[config.mk]
export PLATFORM = sky130hd
export DESIGN_NAME = jedro_1_lsu_flat
export DESIGN_NICKNAME = d
export VERILOG_FILES = /design/src/rtl/jedro_1_lsu_pkg.sv /design/src/rtl/jedro_1_lsu_if.sv /design/src/rtl/jedro_1_lsu_align.sv /design/src/rtl/jedro_1_lsu.sv /design/src/flat_wrapper.sv
export SDC_FILE = /design/constraint.sdc
export NUM_CORES = 1
export LEC_CHECK = 0
export BUFFER_PORTS_ARGS = -buffer_cell sky130_fd_sc_hd__buf_2
export CORE_MARGIN = 5
export CORE_UTILIZATION = 45
export CTS_CLUSTER_SIZE = 40
export DETAILED_ROUTE_END_ITERATION = 7
export PLACE_DENSITY_LB_ADDON = 0.3
export SKIP_CTS_REPAIR_TIMING = 1
export SLEW_MARGIN = 20
export SYNTH_ARGS = -nofsm -noshare
export SYNTH_HDL_FRONTEND = slang
export SYNTH_SLANG_ARGS = --single-unit
[constraint.sdc]
create_clock -name clk_i -period 4.2 [get_ports clk_i]
set_input_delay 0 -clock clk_i [delete_from_list [all_inputs] [get_ports clk_i]]
set_output_delay 0 -clock clk_i [all_outputs]
set_load 0.01 [all_outputs]
[src/rtl/jedro_1_lsu_pkg.sv]
// jedro_1 load-store unit: shared types.
// Size and FSM state encodings, alignment helper.
package jedro_1_lsu_pkg;

  typedef enum logic [1:0] {
    LSU_SIZE_BYTE = 2'b00,
    LSU_SIZE_HALF = 2'b01,
    LSU_SIZE_WORD = 2'b10,
    LSU_SIZE_BAD  = 2'b11
  } lsu_size_e;

  typedef enum logic [1:0] {
    LSU_ST_IDLE = 2'b00,
    LSU_ST_REQ  = 2'b01,
    LSU_ST_RESP = 2'b10
  } lsu_state_e;

  // Requests that cannot go on the bus as a single beat.
  function automatic logic lsu_misaligned(
    input lsu_size_e  size,
    input logic [1:0] off
  );
    logic bad;
    case (size)
      LSU_SIZE_BYTE: bad = 1'b0;
      LSU_SIZE_HALF: bad = off[0];
      LSU_SIZE_WORD: bad = |off;
      default:       bad = 1'b1;
    endcase
    return bad;
  endfunction

endpackage

[src/rtl/jedro_1_lsu_if.sv]
// jedro_1 data-memory bus.
// req/gnt address phase, rvalid response phase.
interface jedro_1_lsu_if;
  logic        req;
  logic        gnt;
  logic        rvalid;
  logic        we;
  logic [3:0]  be;
  logic [31:0] addr;
  logic [31:0] wdata;
  logic [31:0] rdata;
  logic        err;

  modport master (
    output req, we, be, addr, wdata,
    input  gnt, rvalid, rdata, err
  );

  modport slave (
    input  req, we, be, addr, wdata,
    output gnt, rvalid, rdata, err
  );
endinterface

[src/rtl/jedro_1_lsu_align.sv]
// jedro_1 LSU lane steering.
// Store byte enables/replication, load shift/extend.
module jedro_1_lsu_align
  import jedro_1_lsu_pkg::*;
(
  input  lsu_size_e   st_size,
  input  logic [1:0]  st_off,
  input  logic [31:0] st_wdata,
  output logic [3:0]  be,
  output logic [31:0] wdata,
  input  lsu_size_e   ld_size,
  input  logic [1:0]  ld_off,
  input  logic        ld_unsigned,
  input  logic [31:0] rdata,
  output logic [31:0] ld_data
);

  logic [31:0] shifted;
  logic        sgn;

  // Store side: lane enables and replicated data.
  always_comb begin
    be    = 4'b0000;
    wdata = st_wdata;
    case (st_size)
      LSU_SIZE_BYTE: begin
        be    = 4'b0001 << st_off;
        wdata = {4{st_wdata[7:0]}};
      end
      LSU_SIZE_HALF: begin
        be    = 4'b0011 << st_off;
        wdata = {2{st_wdata[15:0]}};
      end
      LSU_SIZE_WORD: be = 4'b1111;
      default:       be = 4'b0000;
    endcase
  end

  assign shifted = rdata >> {ld_off, 3'b000};

  // Load side: extract lane and extend.
  always_comb begin
    sgn     = 1'b0;
    ld_data = shifted;
    case (ld_size)
      LSU_SIZE_BYTE: begin
        sgn     = ~ld_unsigned & shifted[7];
        ld_data = {{24{sgn}}, shifted[7:0]};
      end
      LSU_SIZE_HALF: begin
        sgn     = ~ld_unsigned & shifted[15];
        ld_data = {{16{sgn}}, shifted[15:0]};
      end
      default: ld_data = shifted;
    endcase
  end

endmodule

[src/rtl/jedro_1_lsu.sv]
// jedro_1 load-store unit.
// One outstanding bus transaction, aligned write-back.
module jedro_1_lsu
  import jedro_1_lsu_pkg::*;
#(
  parameter int DATA_WIDTH     = 32,
  parameter int REG_ADDR_WIDTH = 5
) (
  input  logic                      clk_i,
  input  logic                      rstn_i,
  input  logic                      ctrl_valid_i,
  input  logic                      ctrl_we_i,
  input  logic [1:0]                ctrl_size_i,
  input  logic                      ctrl_unsigned_i,
  input  logic [REG_ADDR_WIDTH-1:0] ctrl_rd_i,
  input  logic [31:0]               addr_i,
  input  logic [DATA_WIDTH-1:0]     wdata_i,
  output logic                      ready_o,
  output logic                      done_o,
  output logic [DATA_WIDTH-1:0]     rdata_o,
  output logic                      rdata_valid_o,
  output logic [REG_ADDR_WIDTH-1:0] rd_addr_o,
  output logic                      misaligned_o,
  output logic                      bus_err_o,
  jedro_1_lsu_if.master             data
);

  lsu_state_e                state;
  lsu_size_e                 size_in;
  lsu_size_e                 size_q;
  logic                      we_q;
  logic                      uns_q;
  logic [1:0]                off_q;
  logic [REG_ADDR_WIDTH-1:0] rd_q;
  logic [3:0]                be_w;
  logic [31:0]               wdata_w;
  logic [31:0]               ld_data;

  assign size_in = lsu_size_e'(ctrl_size_i);
  assign ready_o = (state == LSU_ST_IDLE);

  jedro_1_lsu_align u_align (
    .st_size     (size_in),
    .st_off      (addr_i[1:0]),
    .st_wdata    (wdata_i),
    .be          (be_w),
    .wdata       (wdata_w),
    .ld_size     (size_q),
    .ld_off      (off_q),
    .ld_unsigned (uns_q),
    .rdata       (data.rdata),
    .ld_data     (ld_data)
  );

  // Transaction FSM with registered bus and result outputs.
  always_ff @(posedge clk_i or negedge rstn_i) begin
    if (!rstn_i) begin
      state         <= LSU_ST_IDLE;
      size_q        <= LSU_SIZE_BYTE;
      we_q          <= 1'b0;
      uns_q         <= 1'b0;
      off_q         <= 2'b00;
      rd_q          <= '0;
      done_o        <= 1'b0;
      rdata_o       <= '0;
      rdata_valid_o <= 1'b0;
      rd_addr_o     <= '0;
      misaligned_o  <= 1'b0;
      bus_err_o     <= 1'b0;
      data.req      <= 1'b0;
      data.we       <= 1'b0;
      data.be       <= 4'b0000;
      data.addr     <= 32'h0;
      data.wdata    <= 32'h0;
    end else begin
      done_o        <= 1'b0;
      rdata_valid_o <= 1'b0;
      misaligned_o  <= 1'b0;
      bus_err_o     <= 1'b0;
      unique case (state)
        LSU_ST_IDLE: begin
          if (ctrl_valid_i) begin
            if (lsu_misaligned(size_in, addr_i[1:0])) begin
              misaligned_o <= 1'b1;
            end else begin
              state      <= LSU_ST_REQ;
              we_q       <= ctrl_we_i;
              size_q     <= size_in;
              uns_q      <= ctrl_unsigned_i;
              off_q      <= addr_i[1:0];
              rd_q       <= ctrl_rd_i;
              data.req   <= 1'b1;
              data.we    <= ctrl_we_i;
              data.be    <= be_w;
              data.addr  <= {addr_i[31:2], 2'b00};
              data.wdata <= wdata_w;
            end
          end
        end
        LSU_ST_REQ: begin
          if (data.gnt) begin
            data.req <= 1'b0;
            state    <= LSU_ST_RESP;
          end
        end
        LSU_ST_RESP: begin
          if (data.rvalid) begin
            state  <= LSU_ST_IDLE;
            done_o <= 1'b1;
            if (data.err) begin
              bus_err_o <= 1'b1;
            end else if (!we_q) begin
              rdata_valid_o <= 1'b1;
              rdata_o       <= ld_data;
              rd_addr_o     <= rd_q;
            end
          end
        end
        default: state <= LSU_ST_IDLE;
      endcase
    end
  end

endmodule

[src/flat_wrapper.sv]
// flat-port wrapper written by rule: the top's interface ports become plain ports
module jedro_1_lsu_flat import jedro_1_lsu_pkg::*;
#(
  parameter int DATA_WIDTH     = 32,
  parameter int REG_ADDR_WIDTH = 5
)
  (clk_i, rstn_i, ctrl_valid_i, ctrl_we_i, ctrl_size_i, ctrl_unsigned_i, ctrl_rd_i, addr_i, wdata_i, ready_o, done_o, rdata_o, rdata_valid_o, rd_addr_o, misaligned_o, bus_err_o, data_req, data_we, data_be, data_addr, data_wdata, data_gnt, data_rvalid, data_rdata, data_err);
  jedro_1_lsu_if data_i ();
  input  logic clk_i;
  input  logic rstn_i;
  input  logic ctrl_valid_i;
  input  logic ctrl_we_i;
  input  logic [1:0] ctrl_size_i;
  input  logic ctrl_unsigned_i;
  input  logic [REG_ADDR_WIDTH-1:0] ctrl_rd_i;
  input  logic [31:0] addr_i;
  input  logic [DATA_WIDTH-1:0] wdata_i;
  output logic ready_o;
  output logic done_o;
  output logic [DATA_WIDTH-1:0] rdata_o;
  output logic rdata_valid_o;
  output logic [REG_ADDR_WIDTH-1:0] rd_addr_o;
  output logic misaligned_o;
  output logic bus_err_o;
  output wire logic [$bits(data_i.req)-1:0] data_req;
  output wire logic [$bits(data_i.we)-1:0] data_we;
  output wire logic [$bits(data_i.be)-1:0] data_be;
  output wire logic [$bits(data_i.addr)-1:0] data_addr;
  output wire logic [$bits(data_i.wdata)-1:0] data_wdata;
  input wire logic [$bits(data_i.gnt)-1:0] data_gnt;
  input wire logic [$bits(data_i.rvalid)-1:0] data_rvalid;
  input wire logic [$bits(data_i.rdata)-1:0] data_rdata;
  input wire logic [$bits(data_i.err)-1:0] data_err;
  assign data_req = data_i.req;
  assign data_we = data_i.we;
  assign data_be = data_i.be;
  assign data_addr = data_i.addr;
  assign data_wdata = data_i.wdata;
  assign data_i.gnt = data_gnt;
  assign data_i.rvalid = data_rvalid;
  assign data_i.rdata = data_rdata;
  assign data_i.err = data_err;
  jedro_1_lsu #(.DATA_WIDTH(DATA_WIDTH), .REG_ADDR_WIDTH(REG_ADDR_WIDTH)) u_core (.clk_i(clk_i), .rstn_i(rstn_i), .ctrl_valid_i(ctrl_valid_i), .ctrl_we_i(ctrl_we_i), .ctrl_size_i(ctrl_size_i), .ctrl_unsigned_i(ctrl_unsigned_i), .ctrl_rd_i(ctrl_rd_i), .addr_i(addr_i), .wdata_i(wdata_i), .ready_o(ready_o), .done_o(done_o), .rdata_o(rdata_o), .rdata_valid_o(rdata_valid_o), .rd_addr_o(rd_addr_o), .misaligned_o(misaligned_o), .bus_err_o(bus_err_o), .data(data_i));
endmodule
# Word level (Yosys, flattened, before mapping)
# Index checks and enable logic that the tools add are counted.
# totals
reg_bits,121
latch_bits,0
ramBits,0
rom_bits,0
inputBits,111
out_inout_bits,112
word_cells,70
memories,0
# classes
n_addsub,0
n_mul,0
div_mod_pow,0
order_cmp,0
n_eq_ne,9
shift,3
n_mux,27
bitwise_logic,6
n_reduce_logical,9
# ops
cell,count
32-bit case mux with 2 select lines,2
32-bit by 5-bit >> shifter with 32-bit output,1
1-bit 2-to-1 mux,17
4-bit case mux with 3 select lines,1
4-bit AND reduction,3
2-bit 2-to-1 mux,4
"2-bit != test, second input constant",4
"2-bit by 1-bit equality test with 1-bit output, second input constant",3
2-bit logical NOT,3
2-bit case mux with 3 select lines,1
"2-bit equality test, second input constant",2
1-bit inverter,4
"1-bit by 2-bit left shift with 4-bit output, first input constant",1
"2-bit by 2-bit left shift with 4-bit output, first input constant",1
1-bit case mux with 3 select lines,1
3-bit AND reduction,1
1-bit AND,2
1-bit case mux with 2 select lines,1
2-bit nonzero test,1
2-bit OR reduction,1

# Logic depth before layout (Yosys ltp)
# logic_depth
word_depth,7
depth_mapped,7
depth_no_buf,5

# Cells and area by module
# A second synthesis with hierarchy kept.
# unflattened
hier_cells,441
hier_area_um2,5878.1
# by_module_without_submodules
mod,instances,cells_per_inst,area_each_um2,seq_area_each_um2
jedro_1_lsu,1,268,4584.4,3027.9
jedro_1_lsu_align,1,173,1293.7,0.0

# Least setup slack after synthesis
# Ideal clock, no wire load.
# synth_path
path_kind,register -> register
start,register u_core.state[1]
end,register u_core.off_q[0]
setup_ps,128
arrival_time_ps,1656
required_time_ps,4072
setup_slack_ps,2416
stages_incl_launch_ff,7
n_path_buf,3
synth_period_minus_slack_ps,1784
cell_sequence,dfrtp_1 or3b_1 buf_2 nor2b_4 buf_12 buf_12 mux2_1
# synth_via
elab_chain_cells,2
# synth_rtl
element,line,source
from (decl),jedro_1_lsu.sv:28,lsu_state_e state;
from (signal assigned),jedro_1_lsu.sv:58,state <= LSU_ST_IDLE;
from (signal assigned),jedro_1_lsu.sv:86,state <= LSU_ST_REQ;
from (signal assigned),jedro_1_lsu.sv:103,state <= LSU_ST_RESP;
2-bit logical NOT,jedro_1_lsu.sv:80,unique case (state)
3-bit AND reduction (no line),--,
to (signal assigned),jedro_1_lsu.sv:90,off_q <= addr_i[1:0];
to (decl),jedro_1_lsu.sv:33,logic [1:0] off_q;
# No other way between the ends.
# A chain may end at the register's enable or synchronous reset.

# Worst setup path after layout
# layout_path
start,register u_core.state[0]
end,register u_core.rdata_o[18]
# layout_via
elab_chain_cells,2
# layout_rtl
element,line,source
2-bit equality test,jedro_1_lsu.sv:80,
4-bit AND reduction (no line),--,
to (signal assigned),jedro_1_lsu.sv:114,rdata_o <= ld_data;
to (decl),jedro_1_lsu.sv:20,"output logic [DATA_WIDTH-1:0] rdata_o,"
# No other way between the ends.

==> impl_metrics.py <==
metrics = {
    "outcome": {
        "status": "finished, violations left",
        "failing_checks": "negative hold slack",
    },
    "layout": {
        "most_frequent_standard_cell_in_the_layout_excluding_fill_and_tap_cells": "buf_2",
        "drive_above_1_share": 0.471,
        "num-nets-final": 862,
        "layout.cells.non_filler": 936,
        "antennaDiodeCount": 0,
        "area_delta_synth_final_pct": 44.3,
        "mostFrequentLayoutCells": "219 x buf_2, 121 x dfrtp_1, 84 x dlygate4sd3_1, 49 x mux2_2, 47 x mux2_4",
    },
    "floorplan": {
        "initial_core_utilization": 0.460,
        "x_dimension_of_the_die_um": 124,
        "die-area_mm2": 0.0153,
        "die-height_um": 124,
        "core_area_mm2": 0.0127,
        "io_pins": 223,
        "placement_rows": 41,
    },
    "logic_synthesis": {
        "yosys_warnings": 0,
        "distinct_cells_synth": 45,
        "ys_seq_area_frac": 0.520,
        "ys_seq_elements": 121,
        "post_synth_fa_ha_maj_area_fraction": 0,
        "synth_cells": 458,
        "post_synth_xor_area_fraction": 0.00150,
        "synth_compound_area_frac": 0.0898,
        "synthDominantCellAreaShare": 0.520,
        "syn_avg_cell_area_um2": 12.7,
        "synth_area_leaders": "dfrtp_1 52%, mux2_4 12%, mux2_2 9.5%",
        "synth_area_leader_cell": "dfrtp_1",
        "muxShareOfSynthArea": 0.266,
        "yosys.area_share.simple": 0.0717,
        "netlist_area_mm2": 0.00583,
        "main_combinational_cell_family_by_area_after_synthesis": "multiplexers",
    },
    "power_and_ir_drop": {
        "max-vdd-ir-drop_uv": 394,
        "power-per-cell-area_mw_per_mm2": 654,
        "total_leakage_power_nw": 4.10,
        "total_power_mw": 5.50,
    },
    "routing": {
        "detail-route-antenna-nets": 0,
        "wl_final_um": 16400,
        "number_of_detailed_route_iterations_in_the_first_pass": 4,
        "route.detailed.vias_per_inst": 5.05,
        "drcViolationCount": 0,
        "routed_wire_per_std_cell_um": 17.5,
        "route.vias.total": 4727,
        "dr.first_iter.drc_count": 274,
    },
    "setup_path": {
        "crit_required_ns": 4.48,
        "crit_path_top_delay_cell": "or3_1",
        "critical-path-top-delay-family": "simple AND/OR/NAND/NOR gates",
        "cp_cell_sequence": "nand3b_1, or3_1, inv_2, o2111ai_2, o311ai_0",
        "r2r_cells": 5,
        "critPathLaunchType": "register",
        "worst_path_largest_cell_delay_ns": 0.74,
        "critical_path_buf_inv_count": 1,
        "critical_path_arrival_ns": 3.14,
        "cp-end-kind": "register",
        "total_stage_count_of_the_critical_path": 5,
        "critPathKind": "reg -> reg",
        "critical_path_peak_fanout": 32,
    },
    "sta": {
        "achievable-frequency_ghz": 0.349,
        "timing.max_slew.rel_slack": 0.242,
        "rsz0062_at_grt": "false",
        "slew_violations": 0,
        "hold_slack_ns": -0.0246,
        "timing.setup.tns_ns": 0,
        "min_period_ns": 2.87,
        "setup_viol": 0,
        "skew_ns": 0.00405,
        "final.period_utilization": 0.683,
        "timing_hold_violations_final": 2,
        "slew_of_the_pin_with_the_lowest_slew_margin_ns": 1.14,
    },
    "clocking": {
        "worst_setup_hold_path_clk_slew_ns": 0.06,
        "h-tree-depth": 4,
        "clk_latency_ns": 0.41,
        "root_buffer": "clkbuf_16",
        "cts_sinks": 121,
        "cts-buffers-inserted": 17,
        "cts_tree": "done",
        "cts_max_path_buffers": 2,
    },
    "min_path": {
        "hold_wc_path_type": "in -> reg",
        "min_path_cells": 3,
    },
    "global_routing": {
        "first_global_vias": 4570,
        "pin_count_of_the_biggest_net_entering_global_routing": 46,
        "wire_length_of_the_first_global_routing_pass_um": 23400,
        "grt_antenna_before_repair": 0,
        "grt_overflow_total": 0,
        "overall_global_routing_usage": 0.198,
    },
    "place": {
        "buffer_ports.inserted": 220,
        "place_inst": 820,
        "detailed_place_hpwl_um": 10700,
        "routabilityCongestion": 0.847,
    },
    "job": {
        "maxCapViolCount": 0,
    },
}
cells in the mapped netlist (all sizes together):
cell,instances
or3b,1
o22ai,2
o311ai,8
o21ai,19
mux2i,26
o32ai,1
a211o,1
buf,25
nor4,1
a21oi,26
dfrtp,121
nand2b,3
o21a,1
inv,4
nor2,22
mux2,97
nor3b,2
nor2b,10
o211ai,1
or2,3
o2111ai,1
mux4,1
and2,1
nand3b,3
a211oi,7
conb,1
o31ai,1
a21o,1
xnor2,1
nor3,1
clkbuf,12
o2bb2ai,8
o31a,1
or3,1
a221o,2
nand2,42
report_power, final:
part           internal, mW  switching (mW)  leakage (nW)
Sequential             1.66           0.337          1.46
Clock                  1.04           0.523         0.301
Combinational          1.01           0.920          2.34
Total                  3.72            1.78          4.10
layout make-up:
cell class / count / area [um^2]
Fill cell: 988 / 4260
Sequential cell: 121 / 3030
Multi-Input combinational cell: 297 / 2510
Timing Repair Buffer: 310 / 2000
Clock buffer: 21 / 470
Tap cell: 172 / 215
Clock inverter: 11 / 169
Inverter: 4 / 15.0
logic make-up (layout without fill, tap and decap cells):
logic type,Yosys count,count (layout)
and+or+nand+nor,90,90
xor gates and xnor gates,1,1
other,1,2
DFF,121,121
AOI/OAI and AO/OA,80,80
muxes,124,124
buffers and inverters,41,346
registers in the layout (all words and copies together) (netlist names), 2 cells and up:
name,count
u_core.size_q,2
u_core.off_q,2
u_core.state,2
u_core.rd_q,5
u_core.data.be,4
u_core.data.wdata,32
u_core.rdata_o,32
u_core.rd_addr_o,5
u_core.data.addr,30
worst paths after layout:
check,start,to,slack (ns)
max in group asynchronous,rstn_i,u_core.rdata_o[25],3.14
setup reg to reg,u_core.state[0],u_core.rdata_o[18],1.33
min in group asynchronous,rstn_i,u_core.data.wdata[15],0.09
hold reg to reg,u_core.rd_q[1],u_core.rd_addr_o[1],0.47
hold / removal,data_rdata[25],u_core.rdata_o[25],-0.02
setup / recovery,u_core.state[0],u_core.rdata_o[18],1.33
worst register-to-register path: cells and delay by family, from the launching register on:
kind / cells / cell delay, ns
AOI/OAI and AO/OA: 2 / 0.75
buffers and inverters: 1 / 0.64
and+or+nand+nor: 2 / 0.92
DFF: 1 / 0.42
layer usage:
metal	track usage	vias to the layer above	routed length, um	part of all wire
met5	0	-	0	0
met4	0.0803	0	453	0.028
met3	0.0658	34	1190	0.073
met2	0.324	192	8230	0.50
met1	0.240	2286	6530	0.40
li1	-	2215	-	-
through the flow:
stage | worst slack, ns | utilization | hold WS [ns] | instance area, um^2
detailed placement | 1.37 | 0.547 | -0.00347 | 6930
floorplan | 2.42 | - | -0.296 | 5830
global placement | 1.50 | 0.547 | -0.00664 | 6930
CTS | 1.34 | 0.597 | -0.444 | 7570
global route | 1.05 | 0.664 | 0.00419 | 8410
finish | 1.33 | 0.664 | -0.0246 | 8410
No activity file was read; power rests on OpenSTA's default activity.
